**src/rtl/reg_file_dump_load_engine.sv**
```systemverilog
// Register-file bulk loader/dumper: owns the regfile write and read-port-1 while busy,
// streaming a register range in (load) or out (dump) over valid/ready handshakes.
module reg_file_dump_load_engine #(
  parameter int unsigned N      = 32,
  parameter int unsigned ADDR_W = 5
) (
  input  logic              clk,
  input  logic              reset,
  input  logic              start_i,
  input  logic              mode_i,
  input  logic              abort_i,
  input  logic [ADDR_W-1:0] first_reg_i,
  input  logic [ADDR_W-1:0] last_reg_i,
  output logic              busy_o,
  output logic              done_o,
  output logic              error_o,
  output logic              Reg_Write_o,
  output logic [ADDR_W-1:0] Write_Register_o,
  output logic [N-1:0]      Write_Data_o,
  output logic [ADDR_W-1:0] Read_Register_1_o,
  input  logic [N-1:0]      Read_Data_1_i,
  input  logic [N-1:0]      load_data_i,
  input  logic              load_valid_i,
  output logic              load_ready_o,
  output logic [N-1:0]      dump_data_o,
  output logic [ADDR_W-1:0] dump_reg_o,
  output logic              dump_valid_o,
  input  logic              dump_ready_i
);

  typedef enum logic [1:0] {StIdle, StDump, StLoad, StDone} state_e;

  state_e            state;
  logic [ADDR_W-1:0] cur;
  logic [ADDR_W-1:0] last;
  logic              last_hit;
  logic              error;
  logic              dump_valid;
  logic [N-1:0]      dump_data;
  logic [ADDR_W-1:0] dump_reg;

  logic load_accept;
  logic dump_fire;
  logic dump_capture;

  always_comb begin
    load_ready_o      = (state == StLoad) && !abort_i && !reset;
    load_accept       = load_ready_o && load_valid_i;
    // r0 is hard-wired zero: the word is consumed but never written
    Reg_Write_o       = load_accept && (cur != '0);
    Write_Register_o  = load_accept ? cur : '0;
    Write_Data_o      = load_accept ? load_data_i : '0;
    Read_Register_1_o = (state == StDump) ? cur : '0;
    busy_o            = (state == StDump) || (state == StLoad);
    done_o            = (state == StDone);
    error_o           = error;
    dump_valid_o      = dump_valid;
    dump_data_o       = dump_data;
    dump_reg_o        = dump_reg;
    dump_fire         = dump_valid && dump_ready_i;
    dump_capture      = (!dump_valid || dump_ready_i) && !last_hit;
  end

  always_ff @(posedge clk) begin
    if (reset) begin
      state      <= StIdle;
      cur        <= '0;
      last       <= '0;
      last_hit   <= 1'b0;
      error      <= 1'b0;
      dump_valid <= 1'b0;
      dump_data  <= '0;
      dump_reg   <= '0;
    end else begin
      error <= 1'b0;
      case (state)
        StIdle: begin
          if (start_i) begin
            if (first_reg_i <= last_reg_i) begin
              cur      <= first_reg_i;
              last     <= last_reg_i;
              last_hit <= 1'b0;
              state    <= mode_i ? StLoad : StDump;
            end else begin
              error <= 1'b1;
            end
          end
        end
        StDump: begin
          if (abort_i) begin
            dump_valid <= 1'b0;
            state      <= StIdle;
          end else if (dump_capture) begin
            dump_data  <= Read_Data_1_i;
            dump_reg   <= cur;
            dump_valid <= 1'b1;
            // stop flag instead of incrementing keeps cur from wrapping at the top register
            if (cur == last) last_hit <= 1'b1;
            else             cur      <= cur + 1'b1;
          end else if (dump_fire) begin
            dump_valid <= 1'b0;
            state      <= StDone;
          end
        end
        StLoad: begin
          if (abort_i) begin
            state <= StIdle;
          end else if (load_accept) begin
            if (cur == last) state <= StDone;
            else             cur   <= cur + 1'b1;
          end
        end
        StDone:  state <= StIdle;
        default: state <= StIdle;
      endcase
    end
  end

endmodule

```
**config.mk**
```make
export PLATFORM = sky130hd
export DESIGN_NAME = reg_file_dump_load_engine
export DESIGN_NICKNAME = d
export VERILOG_FILES = /design/src/rtl/reg_file_dump_load_engine.sv
export SDC_FILE = /design/constraint.sdc
export NUM_CORES = 1
export LEC_CHECK = 0
export ABC_AREA = 1
export CORE_ASPECT_RATIO = 0.7
export CORE_MARGIN = 2
export CORE_UTILIZATION = 60
export DETAILED_ROUTE_END_ITERATION = 10
export DONT_BUFFER_PORTS = 1
export PLACE_DENSITY = 0.84
export SYNTH_ARGS = -nofsm -noshare
export SYNTH_HDL_FRONTEND = slang
export SYNTH_SLANG_ARGS = --single-unit
```
**constraint.sdc**
```tcl
create_clock -name clk -period 2 [get_ports clk]
set_input_delay 0.1 -clock clk [delete_from_list [all_inputs] [get_ports clk]]
set_output_delay 0.1 -clock clk [all_outputs]
set_load 0.005 [all_outputs]
```
==> flow_summary_export.csv <==
group,metric,value,unit
finish,nFillCells,357,
yosys,synth-edff-count,0,
floorplan,dieArea,0.00533,mm2
timing,post-route-period-util,88.8,%
timing,rsz0062_at_grt,"no",
placed_design,placed_area,0.00284,mm2
yosys,syn_nets,523,
floorplan,core,0.00445,mm2
clock_network,root_buffer,"clkbuf_8",
yosys,synthTopCellsByArea,"dfxtp_1, nor2_1, nand2_1",
route,via_per_inst,5.34,
finish,final_util,74.6,%
clock_network,numCtsBuffers,5,
timing,hold_viol,0,
pwr,leakage,1.68,nW
global_routing,grt-ovfl-total,0,
clock_network,path_clk_slew,100,ps
timing,drv_slew,0,
placed_design,dp_hpwl,5250,um
route,drc,0,
yosys,synth_common_cells,"nor2_1, nand2_1, inv_1",
yosys,ys_ff_latch,52,
timing,fin_crit,1780,ps
yosys,synth_top_area_share,36.5,%
timing,worst_pin_slew,422,ps
global_routing,antenna_found_initial,0,
critical_path,cp.arrival,1680,ps
placed_design,portBuffers,0,
run,max-cap-violations,0,
pwr,powerDensity,1140,mW/mm2
global_routing,grt.total_usage,27.6,%
clock_network,post-cts-setup-buffers,0,
finish,antennaDiodeCount,0,
clock_network,cts_tree,"yes",
yosys,synthDistinctLibCells,33,
finish,area_growth,16.5,%
yosys,yosysMostFrequentCell,"nor2_1",
yosys,synth_largest_area_cell,"dfxtp_1",
yosys,synthesis.area,0.00285,mm2
floorplan,fp.dieH,61.7,um
timing,tns,0,ps
critical_path,startpoint_type,"flip-flop",
floorplan,start_util,64.0,%
route,dr.pass1.iters,5,
critical_path,critPathMaxFanout,39,
critical_path,endpoint_kind,"primary output",
floorplan,die_w,86.4,um
timing,slew_headroom,71.9,%
finish,drive_gt1_share,8.42,%
hold_path,hp-class,"in2reg",
floorplan,fp-row-count,20,
timing,finClkSkew,5.93,ps
timing,fmax,563,MHz
critical_path,worstPathRequired,1900,ps
route,wl_per_cell,15.0,um
clock_network,htree_levels,2,
clock_network,clkLatencyLatePin,310,ps
critical_path,criticalPathCategory,"reg2out",
floorplan,ios,166,
yosys,ys.flop_type,"dfxtp_1",
route,vias,2765,
yosys,synthCells,431,
yosys,yosys_warnings,0,
pwr,irDropWorstVdd,685,uV
clock_network,post_cts_resized,0,
clock_network,cts.sinks,52,
run_status,status,"completed",
yosys,async_flop_share,0,%
finish,final_net_count,554,
route,drtAntennaViolNets,0,
yosys,syn_avg_cell_area,6.62,um2
placed_design,place.gp.congestion,0.877,
clock_network,cts_hold_buf,39,
timing,setup-violations-final,0,
global_routing,grt_start_max_net_pins,47,
finish,fin_area,0.00332,mm2
yosys,yosysSeqAreaShare,36.5,%
global_routing,grt_pass1_vias,2411,
clock_network,cts_buffer_depth,2,
global_routing,grt_first_pass_wirelength,11300,um
route,drt_wl_total,7750,um
route,drtIter0Drc,151,
[cell families after synthesis]
family	share of synthesized area [%]
simple gates	32.7
buf+inv	13.6
compound gates	11.4
flops	36.5
fa+ha+maj	4.82
xor+xnor	0.614
mux	0.351
[critical path, stage by stage (launching register included)]
cell     delay (ps)
dfxtp_1         410
inv_1           100
ha_1            250
nand4_4         110
buf_4           340
nor2_1          140
[final timing paths]
path            startpoint              end  slack, ps  cells after the start
min reg2reg        last[0]          last[0]        480                      2
max               state[0]  Write_Data_o[8]        220                      5
min          last_reg_i[1]          last[1]         20                      2
max reg2reg       state[0]         state[1]        310                     11
[through the flow]
| stage | instances | hold WS (ps) | worst slack (ps) | power, W |
|---|---|---|---|---|
| 2_1_floorplan | 431 | 235 | 486 | 0.00278 |
| 3_3_place_gp | 471 | 172 | 445 | 0.00299 |
| 3_5_place_dp | 471 | 174 | 344 | 0.00307 |
| 4_1_cts | 518 | 11.6 | 201 | 0.00377 |
| 5_1_grt | 518 | 38.8 | 103 | 0.00407 |
| 6_report | 518 | 20.2 | 224 | 0.00378 |
[layout make-up]
cell class                 count  area [um2]  share of cell area, %
multi-input combinational    289        1420                   42.8
sequential                    52        1040                   31.3
timing repair buffer          45         435                   13.1
inverter                      69         259                   7.79
clock buffer                   5        68.8                   2.07
tap                           55        68.8                   2.07
clock inverter                 3        27.5                  0.828
[metal layers]
metal  vias to the layer above  wire, um  track usage [%]
li1                       1367         -                -
met1                      1254      3130             33.6
met2                       132      3890             50.1
met3                        12       624             7.66
met4                         0       106             6.03
met5                         -         0                0
[flip-flops by register name, indices dropped and copies added, names as in the netlist]
| signal | count |
|---|---|
| cur | 5 |
| dump_data_o | 32 |
| dump_reg_o | 5 |
| dump_valid_o | 1 |
| error_o | 1 |
| last | 5 |
| last_hit | 1 |
| state | 2 |
[report_power, final]
group,switching (W),internal (W)
sequential,0.000219,0.00126
combinational,0.00107,0.000598
clock,0.000372,0.000257
[placed cells by master (no fill, tap or decap), types with 3 or more instances in the layout]
cell           synthesis  final
a21oi_1               16     16
buf_4                  6      6
clkbuf_8               1      5
dfxtp_1               52     52
dlygate4sd3_1          0     39
ha_1                  11     11
inv_1                 60     60
inv_2                  9      9
nand2_1               66     66
nand2_2                3      3
nand3_1                9      9
nor2_1               117    117
nor2_4                 3      3
nor3_1                 3      3
o21ai_0               37     37
o21ai_1                5      5
No activity file was read; power rests on OpenSTA's default activity.
